--- src/rtl/video_frame_monitor_pkg.sv ---
// Purpose: shared types and constants for the video frame monitor.
// Contents: FSM state enum, checksum width, oErr bit indices, lock threshold,
//           and the 1-bit rotate-left helper used by the checksum.
package video_frame_monitor_pkg;

    typedef enum logic [1:0] {
        ST_IDLE    = 2'd0,
        ST_WAIT_V  = 2'd1,
        ST_MEASURE = 2'd2
    } state_e;

    localparam int unsigned CHK_W       = 16;
    localparam int unsigned ERR_W       = 3;
    localparam int unsigned ERR_LINE    = 0;
    localparam int unsigned ERR_COUNT   = 1;
    localparam int unsigned ERR_OVF     = 2;
    localparam int unsigned LOCK_THRESH = 2;
    localparam int unsigned GOOD_W      = 2;

    function automatic logic [CHK_W-1:0] rotl1(input logic [CHK_W-1:0] v);
        return {v[CHK_W-2:0], v[CHK_W-1]};
    endfunction

endpackage

--- src/rtl/video_frame_monitor_if.sv ---
// Purpose: video stream bundle observed by the frame monitor.
// Signals: iColor (pixel, channel 0 in LSBs), iVde (data enable), iVSync (raw vsync).
// Modports: master = video source, slave = monitor.
interface video_frame_monitor_if
    import video_frame_monitor_pkg::*;
#(
    parameter int unsigned pColorWidth = 12
) ();

    logic [pColorWidth-1:0] iColor;
    logic                   iVde;
    logic                   iVSync;

    modport master (output iColor, iVde, iVSync);
    modport slave  (input  iColor, iVde, iVSync);

endinterface

--- src/rtl/vfm_checksum.sv ---
// Purpose: per-frame pixel checksum, sum <= rotl1(sum) ^ fold(pixel) per enabled pixel.
// Ports: clk, rst (sync, active-high), clear (restart at 0 after this cycle),
//        enable (pixel valid), pixel, sum_c (sum including this cycle's pixel).
// Only instantiated when VIDEO_FRAME_MONITOR_CHECKSUM_EN is defined.
module vfm_checksum
    import video_frame_monitor_pkg::*;
#(
    parameter int unsigned pPixW = 12
) (
    input  logic             clk,
    input  logic             rst,
    input  logic             clear,
    input  logic             enable,
    input  logic [pPixW-1:0] pixel,
    output logic [CHK_W-1:0] sum_c
);

    localparam int unsigned NSLICE = (pPixW + CHK_W - 1) / CHK_W;
    localparam int unsigned PADW   = NSLICE * CHK_W;

    logic [CHK_W-1:0] sum_q;
    logic [CHK_W-1:0] sum_d;
    logic [CHK_W-1:0] fold_c;
    logic [PADW-1:0]  pad_c;

    // Fold the zero-extended pixel into 16 bits; sum_c already includes it so a
    // frame end on a pixel cycle captures that pixel before the clear.
    always_comb begin
        pad_c  = PADW'(pixel);
        fold_c = '0;
        for (int unsigned i = 0; i < NSLICE; i++) begin
            fold_c = fold_c ^ pad_c[i*CHK_W +: CHK_W];
        end
        sum_c = enable ? (rotl1(sum_q) ^ fold_c) : sum_q;
        sum_d = clear ? '0 : sum_c;
    end

    always_ff @(posedge clk) begin
        if (rst) begin
            sum_q <= '0;
        end else begin
            sum_q <= sum_d;
        end
    end

endmodule

--- src/rtl/video_frame_monitor.sv ---
// Purpose: measures active line length, line count and checksum of each video
//          frame between normalised vsync rising edges, flags timing errors and
//          reports a lock once timing is stable.
// Ports: iClk, iRst (sync, active-high), iEn, iSyncNeg, iHdisplay, iVdisplay,
//        vid (slave: iColor, iVde, iVSync), oFe, oHCnt, oVCnt, oErr, oChecksum,
//        oFrameCnt, oLocked.
// Build option: VIDEO_FRAME_MONITOR_CHECKSUM_EN adds the checksum; otherwise oChecksum=0.
module video_frame_monitor
    import video_frame_monitor_pkg::*;
#(
    parameter int unsigned pColorBit      = 4,
    parameter int unsigned pChannels      = 3,
    parameter int unsigned pHdisplayWidth = 11,
    parameter int unsigned pVdisplayWidth = 11,
    parameter int unsigned pFrameCntWidth = 16
) (
    input  logic                      iClk,
    input  logic                      iRst,
    input  logic                      iEn,
    input  logic                      iSyncNeg,
    input  logic [pHdisplayWidth:0]   iHdisplay,
    input  logic [pVdisplayWidth:0]   iVdisplay,
    video_frame_monitor_if.slave      vid,
    output logic                      oFe,
    output logic [pHdisplayWidth:0]   oHCnt,
    output logic [pVdisplayWidth:0]   oVCnt,
    output logic [ERR_W-1:0]          oErr,
    output logic [CHK_W-1:0]          oChecksum,
    output logic [pFrameCntWidth-1:0] oFrameCnt,
    output logic                      oLocked
);

    localparam int unsigned HW   = pHdisplayWidth + 1;
    localparam int unsigned VW   = pVdisplayWidth + 1;
    localparam int unsigned PIXW = pChannels * pColorBit;
    localparam int unsigned FCW  = pFrameCntWidth;

    state_e            state_q, state_d;
    logic              vs_q, vs_d, vde_q, vde_d;
    logic [HW-1:0]     pix_q, pix_d, len_q, len_d, hcnt_q, hcnt_d;
    logic [VW-1:0]     line_q, line_d, vcnt_q, vcnt_d;
    logic              lerr_q, lerr_d, ovf_q, ovf_d;
    logic              fe_q, fe_d, lock_q, lock_d;
    logic [ERR_W-1:0]  err_q, err_d;
    logic [FCW-1:0]    fcnt_q, fcnt_d;
    logic [GOOD_W-1:0] good_q, good_d;

    logic              vs_n_c, vs_edge_c, line_end_c, frame_end_c;
    logic [HW-1:0]     pix_n, len_n;
    logic [VW-1:0]     line_n;
    logic              lerr_n, ovf_n;
    logic [ERR_W-1:0]  err_n;
    logic [GOOD_W-1:0] good_n;

    assign vs_n_c      = vid.iVSync ^ iSyncNeg;
    assign vs_edge_c   = vs_n_c & ~vs_q;
    // vde_q is only set inside a frame, so a line end never straddles a frame boundary.
    assign line_end_c  = vde_q & ~vid.iVde;
    assign frame_end_c = (state_q == ST_MEASURE) & iEn & vs_edge_c;
    assign vs_d        = vs_n_c;
    assign vde_d       = vid.iVde & (state_q == ST_MEASURE) & iEn & ~vs_edge_c;

    // Next-state, per-frame accumulation and frame-end result capture.
    always_comb begin
        state_d = state_q;
        pix_d   = pix_q;
        line_d  = line_q;
        len_d   = len_q;
        lerr_d  = lerr_q;
        ovf_d   = ovf_q;
        fe_d    = 1'b0;
        hcnt_d  = hcnt_q;
        vcnt_d  = vcnt_q;
        err_d   = err_q;
        fcnt_d  = fcnt_q;
        good_d  = good_q;
        lock_d  = lock_q;
        pix_n   = pix_q;
        line_n  = line_q;
        len_n   = len_q;
        lerr_n  = lerr_q;
        ovf_n   = ovf_q;
        err_n   = '0;
        good_n  = good_q;

        case (state_q)
            ST_IDLE: begin
                good_d = '0;
                lock_d = 1'b0;
                if (iEn) state_d = ST_WAIT_V;
            end
            ST_WAIT_V: begin
                if (vs_edge_c) state_d = ST_MEASURE;
            end
            ST_MEASURE: begin
                if (iEn) begin
                    if (vid.iVde) begin
                        if (&pix_q) ovf_n = 1'b1;
                        else        pix_n = pix_q + HW'(1);
                    end
                    // A completed line, or a partial line cut off by vsync (always an error).
                    if (line_end_c || (vs_edge_c && vid.iVde)) begin
                        if (!line_end_c || (pix_n != iHdisplay)) lerr_n = 1'b1;
                        if (&line_q) ovf_n  = 1'b1;
                        else         line_n = line_q + VW'(1);
                        len_n = pix_n;
                        pix_n = '0;
                    end
                    pix_d  = pix_n;
                    line_d = line_n;
                    len_d  = len_n;
                    lerr_d = lerr_n;
                    ovf_d  = ovf_n;
                    if (vs_edge_c) begin
                        err_n[ERR_LINE]  = lerr_n;
                        err_n[ERR_COUNT] = (line_n != iVdisplay);
                        err_n[ERR_OVF]   = ovf_n;
                        fe_d   = 1'b1;
                        hcnt_d = len_n;
                        vcnt_d = line_n;
                        err_d  = err_n;
                        fcnt_d = fcnt_q + FCW'(1);
                        if (err_n == '0) begin
                            good_n = (good_q == GOOD_W'(LOCK_THRESH)) ? good_q : good_q + GOOD_W'(1);
                            good_d = good_n;
                            lock_d = (good_n == GOOD_W'(LOCK_THRESH));
                        end else begin
                            good_d = '0;
                            lock_d = 1'b0;
                        end
                        pix_d  = '0;
                        line_d = '0;
                        len_d  = '0;
                        lerr_d = 1'b0;
                        ovf_d  = 1'b0;
                    end
                end
            end
            default: state_d = ST_IDLE;
        endcase

        // Accumulators only live inside MEASURE.
        if (state_q != ST_MEASURE) begin
            pix_d  = '0;
            line_d = '0;
            len_d  = '0;
            lerr_d = 1'b0;
            ovf_d  = 1'b0;
        end

        if (!iEn) begin
            state_d = ST_IDLE;
            good_d  = '0;
            lock_d  = 1'b0;
        end
    end

    always_ff @(posedge iClk) begin
        if (iRst) begin
            state_q <= ST_IDLE;
            vs_q    <= 1'b0;
            vde_q   <= 1'b0;
            pix_q   <= '0;
            line_q  <= '0;
            len_q   <= '0;
            lerr_q  <= 1'b0;
            ovf_q   <= 1'b0;
            fe_q    <= 1'b0;
            hcnt_q  <= '0;
            vcnt_q  <= '0;
            err_q   <= '0;
            fcnt_q  <= '0;
            good_q  <= '0;
            lock_q  <= 1'b0;
        end else begin
            state_q <= state_d;
            vs_q    <= vs_d;
            vde_q   <= vde_d;
            pix_q   <= pix_d;
            line_q  <= line_d;
            len_q   <= len_d;
            lerr_q  <= lerr_d;
            ovf_q   <= ovf_d;
            fe_q    <= fe_d;
            hcnt_q  <= hcnt_d;
            vcnt_q  <= vcnt_d;
            err_q   <= err_d;
            fcnt_q  <= fcnt_d;
            good_q  <= good_d;
            lock_q  <= lock_d;
        end
    end

`ifdef VIDEO_FRAME_MONITOR_CHECKSUM_EN
    logic             chk_en_c, chk_clr_c;
    logic [CHK_W-1:0] sum_c, chk_q, chk_d;

    assign chk_en_c  = (state_q == ST_MEASURE) & iEn & vid.iVde;
    assign chk_clr_c = ~((state_q == ST_MEASURE) & iEn) | vs_edge_c;

    vfm_checksum #(.pPixW(PIXW)) u_checksum (
        .clk    (iClk),
        .rst    (iRst),
        .clear  (chk_clr_c),
        .enable (chk_en_c),
        .pixel  (vid.iColor),
        .sum_c  (sum_c)
    );

    // Frame checksum result register.
    always_comb begin
        chk_d = chk_q;
        if (frame_end_c) chk_d = sum_c;
    end

    always_ff @(posedge iClk) begin
        if (iRst) chk_q <= '0;
        else      chk_q <= chk_d;
    end

    assign oChecksum = chk_q;
`else
    logic unused_color_c;
    assign unused_color_c = ^{vid.iColor, frame_end_c, PIXW'(0)};
    assign oChecksum      = '0;
`endif

    assign oFe       = fe_q;
    assign oHCnt     = hcnt_q;
    assign oVCnt     = vcnt_q;
    assign oErr      = err_q;
    assign oFrameCnt = fcnt_q;
    assign oLocked   = lock_q;

endmodule

--- src/flat_wrapper.sv ---
// flat-port wrapper written by rule: the top's interface ports become plain ports
module video_frame_monitor_flat import video_frame_monitor_pkg::*;
#(
    parameter int unsigned pColorBit      = 4,
    parameter int unsigned pChannels      = 3,
    parameter int unsigned pHdisplayWidth = 11,
    parameter int unsigned pVdisplayWidth = 11,
    parameter int unsigned pFrameCntWidth = 16
)
  (iClk, iRst, iEn, iSyncNeg, iHdisplay, iVdisplay, oFe, oHCnt, oVCnt, oErr, oChecksum, oFrameCnt, oLocked, vid_iColor, vid_iVde, vid_iVSync);
  video_frame_monitor_if #(.pColorWidth(12)) vid_i ();
  input  logic iClk;
  input  logic iRst;
  input  logic iEn;
  input  logic iSyncNeg;
  input  logic [pHdisplayWidth:0] iHdisplay;
  input  logic [pVdisplayWidth:0] iVdisplay;
  output logic oFe;
  output logic [pHdisplayWidth:0] oHCnt;
  output logic [pVdisplayWidth:0] oVCnt;
  output logic [ERR_W-1:0] oErr;
  output logic [CHK_W-1:0] oChecksum;
  output logic [pFrameCntWidth-1:0] oFrameCnt;
  output logic oLocked;
  input wire logic [$bits(vid_i.iColor)-1:0] vid_iColor;
  input wire logic [$bits(vid_i.iVde)-1:0] vid_iVde;
  input wire logic [$bits(vid_i.iVSync)-1:0] vid_iVSync;
  assign vid_i.iColor = vid_iColor;
  assign vid_i.iVde = vid_iVde;
  assign vid_i.iVSync = vid_iVSync;
  video_frame_monitor #(.pColorBit(pColorBit), .pChannels(pChannels), .pHdisplayWidth(pHdisplayWidth), .pVdisplayWidth(pVdisplayWidth), .pFrameCntWidth(pFrameCntWidth)) u_core (.iClk(iClk), .iRst(iRst), .iEn(iEn), .iSyncNeg(iSyncNeg), .iHdisplay(iHdisplay), .iVdisplay(iVdisplay), .vid(vid_i), .oFe(oFe), .oHCnt(oHCnt), .oVCnt(oVCnt), .oErr(oErr), .oChecksum(oChecksum), .oFrameCnt(oFrameCnt), .oLocked(oLocked));
endmodule
--- config.mk ---
export PLATFORM = sky130hd
export DESIGN_NAME = video_frame_monitor_flat
export DESIGN_NICKNAME = d
export VERILOG_FILES = /design/src/rtl/video_frame_monitor_pkg.sv /design/src/rtl/video_frame_monitor_if.sv /design/src/rtl/vfm_checksum.sv /design/src/rtl/video_frame_monitor.sv /design/src/flat_wrapper.sv
export SDC_FILE = /design/constraint.sdc
export NUM_CORES = 1
export LEC_CHECK = 0
export ABC_CLOCK_PERIOD_IN_PS = 2800
export BUFFER_PORTS_ARGS = -buffer_cell sky130_fd_sc_hd__buf_4
export CAP_MARGIN = 20
export CORE_ASPECT_RATIO = 0.8
export CORE_MARGIN = 3
export CORE_UTILIZATION = 30
export DETAILED_ROUTE_END_ITERATION = 16
export MAX_ROUTING_LAYER = met4
export SLEW_MARGIN = 20
export SYNTH_ARGS = -nofsm -noshare
export SYNTH_HDL_FRONTEND = slang
export SYNTH_HIERARCHICAL = 1
export SYNTH_SLANG_ARGS = --single-unit
--- constraint.sdc ---
create_clock -name iClk -period 2.8 [get_ports iClk]
set_input_delay 0.56 -clock iClk [delete_from_list [all_inputs] [get_ports iClk]]
set_output_delay 0.56 -clock iClk [all_outputs]
set_load 0.05 [all_outputs]
==> flow_summary.ini <==
[run_status]
status = finished clean

[sta]
drv_slew = 0
clock_skew_ns = 0.00963
relSlewSlack = 0.566
rsz0062_at_grt = false
final-hold-violation-count = 0
period_share = 0.948
max_freq_mhz = 377
timing.hold.ws_ns = 0.456
tightest_slew_ns = 0.651
finalSetupTns_ns = 0
setup_viol = 0
period_minus_slack_ns = 2.66
fin_ws_ns = 0.145

[global_route]
antenna_found_initial = 0
grt_pass1_vias = 4585
grt_pass1_wl_um = 24600
track_usage = 0.174
grt.overflow.total = 0
grt_start_max_net_pins = 46

[critical_path]
timing.rr.end = u_core/good_q[0]
required_ns = 3.08
start_kind = flop
critPathLaunch = u_core/pix_q[0]
path_class = reg -> reg
r2r-start = u_core/pix_q[0]
slowest_delay_ns = 0.61
end_kind = flop
cp_slowest_cell = or4b_1
crit_fanout = 4
crit_arrival_ns = 2.94
path_cells = ha_1 > nand4_2 > or2_1 > and3_1 > o22a_1 > a221o_1 > or4b_1 > o22ai_4 > a41o_1
endpoint = u_core/good_q[0]
r2r_cells = 9
rrSetupSlack_ns = 0.14

[floorplan]
core_um2 = 16100
rows = 41
die_h_um = 122
start_util = 0.312
die_area_um2 = 18300
die_x_um = 151
ios = 103

[layout]
design_area_um2 = 6620
postLayoutCoreUtil = 0.412
drive_gt1_frac = 0.263
final_cell_mix = buf_4, nor2_1, dfxtp_1, nand2_1, a21oi_1
insertedDiodeCount = 0
area_growth_pct = 32.0
layout_commonest_cell = buf_4
nets = 820

[synthesis]
synth_cell_types = 69
synth_top_flop_cell = dfxtp_1
synth_mux_area_frac = 0.0165
yosysSeqAreaShare = 0.351
synth-simple-area-share = 0.289
synth_top_family_by_area = simple AND/OR/NAND/NOR gates
synth_fa_ha_area_frac = 0.00998
yosys_warnings = 6
synth_xor_area_frac = 0.0576
synth.avg_cell_area_um2 = 7.83
ys_ff_latch = 88
synth_edf_count = 0
netlist_instances = 641
ys_async_sr_fraction = 0
synth_compound_area_frac = 0.202
syn_area_um2 = 5020

[route]
firstDrtPassIters = 5
highest_layer = met4
drtAntennaViolNets = 0
wl_per_cell_um = 15.8
drt_iter0_drc = 363
vias_per_cell = 5.17
drc = 0
met3_wirelength_um = 1100
num_vias = 5137
m1WireLength_um = 7580
wirelength_um = 15700
met2_length_um = 6840

[clock_tree]
clk_path_buf_depth = 2
root_buffer = clkbuf_16
cts.hold.buffers_added = 0
cts_tree = done
htree_levels = 3
clock_sinks = 88
cts.reportedPaths.clkPinSlew_ns = 0.07
insertion_delay_ns = 0.35
numCtsBuffers = 9

[place]
placedInstanceArea_um2 = 6250
placement.io_buffers = 74
preCtsSetupSlack_ns = -0.266
place_congestion = 0.917
dp_hpwl_um = 11600

[pwr]
ir_worst_vdd_uv = 288
p_leak_nw = 2.56
power_density_nw_per_um2 = 423

[job]
drv_cap = 0

[worst_hold_path]
hold_class = reg -> reg
## what timing repair did
item	in CTS	in global routing
resized for setup	0	9
endpoints found under the setup margin	3	5
buffers inserted	0	2
pin swaps	2	6
## critical path, delay by kind of cell, from the launching register on
family | cells | cell delay, ns
simple gates | 4 | 1.16
flops | 1 | 0.34
fa+ha+maj | 1 | 0.23
compound gates | 4 | 0.88
## how the worst min path moves through the flow
stage | startpoint | endpoint | slack [ns] | cells after the start
floorplan | u_core/state_q[1] | u_core/state_q[0] | 0.44 | 1
global placement | u_core/oHCnt[5] | u_core/oHCnt[5] | 0.45 | 2
detailed placement | u_core/oHCnt[5] | u_core/oHCnt[5] | 0.45 | 2
CTS | u_core/oHCnt[5] | u_core/oHCnt[5] | 0.46 | 2
global route | u_core/oHCnt[1] | u_core/oHCnt[1] | 0.48 | 2
finish | u_core/oHCnt[5] | u_core/oHCnt[5] | 0.46 | 2
## through the flow
stage	power [W]	instances
after floorplan	0.00146	656
after global placement	0.00154	976
after detailed placement	0.00154	976
after CTS	0.00283	992
after global routing	0.00291	994
final	0.00280	994
## cells in the mapped netlist, drive strengths merged (2+ instances only)
master     n  share of area
o22ai      4         0.0062
a311oi     9          0.016
a31oi      5         0.0062
o21ai     25          0.025
nand2b    23          0.029
xnor2     20          0.035
dfxtp     88           0.35
mux2i      6          0.012
nand3b     2         0.0030
nand4     17          0.025
inv       17          0.013
a221o      2         0.0040
ha         4          0.010
and3      11          0.014
o2bb2ai    3         0.0052
a21oi     40          0.040
a41o       3         0.0062
buf       33          0.043
and4       4         0.0075
nor3      19          0.019
clkbuf    23          0.017
nor2b      6         0.0075
o311ai     3         0.0052
nor3b      6         0.0090
a2111oi    2         0.0047
or3        4         0.0050
o32ai      2         0.0035
or2        4         0.0050
and2       2         0.0025
nand3     17          0.018
nor4      11          0.020
nor2     102          0.078
o211ai     2         0.0030
nand2     53          0.040
a22oi     36          0.054
a211oi     3         0.0045
o21a       2         0.0030
mux2       2         0.0045
xor2      13          0.023
## per-layer routing
layer  GRT usage  up-vias
li1            -     2536
met1       0.248     2394
met2       0.255      192
met3      0.0324       15
met4      0.0396        0
met5           -        -
## final cells by class
class                   count  area, µm²
repair buffers            163       1220
fillers                  1659       9430
clock inverters             6       75.1
flip-flops and latches     88       1760
multi-input cells         495       2990
inverters                  17       63.8
well taps                 215        269
clock buffers              10        239
## sequential cells by signal, summed over array words and instances, names as in the netlist
name / count
u_core/lerr_q: 1
u_core/ovf_q: 1
u_core/oLocked: 1
u_core/oHCnt: 12
u_core/state_q: 2
u_core/good_q: 1
u_core/oFrameCnt: 16
u_core/line_q: 12
u_core/len_q: 12
u_core/oErr: 3
u_core/vs_q: 1
u_core/oVCnt: 12
u_core/vde_q: 1
u_core/pix_q: 12
u_core/oFe: 1
## power breakdown
group,switching [W],total [W],internal [W],leakage [nW]
clock,0.000547,0.00128,0.000731,0.152
combinational,0.000166,0.000262,0.0000960,1.70
sequential,0.00000371,0.00126,0.00126,0.709
## cells by family after synthesis
kind of cell / count (synthesis)
AO/OA/AOI/OAI: 150
XOR/XNOR: 33
adder cells (fa/ha/maj): 4
buffers and inverters: 73
flip-flops: 88
multiplexers: 8
other: 1
AND/OR/NAND/NOR: 284
No activity file was read; power rests on OpenSTA's default activity.
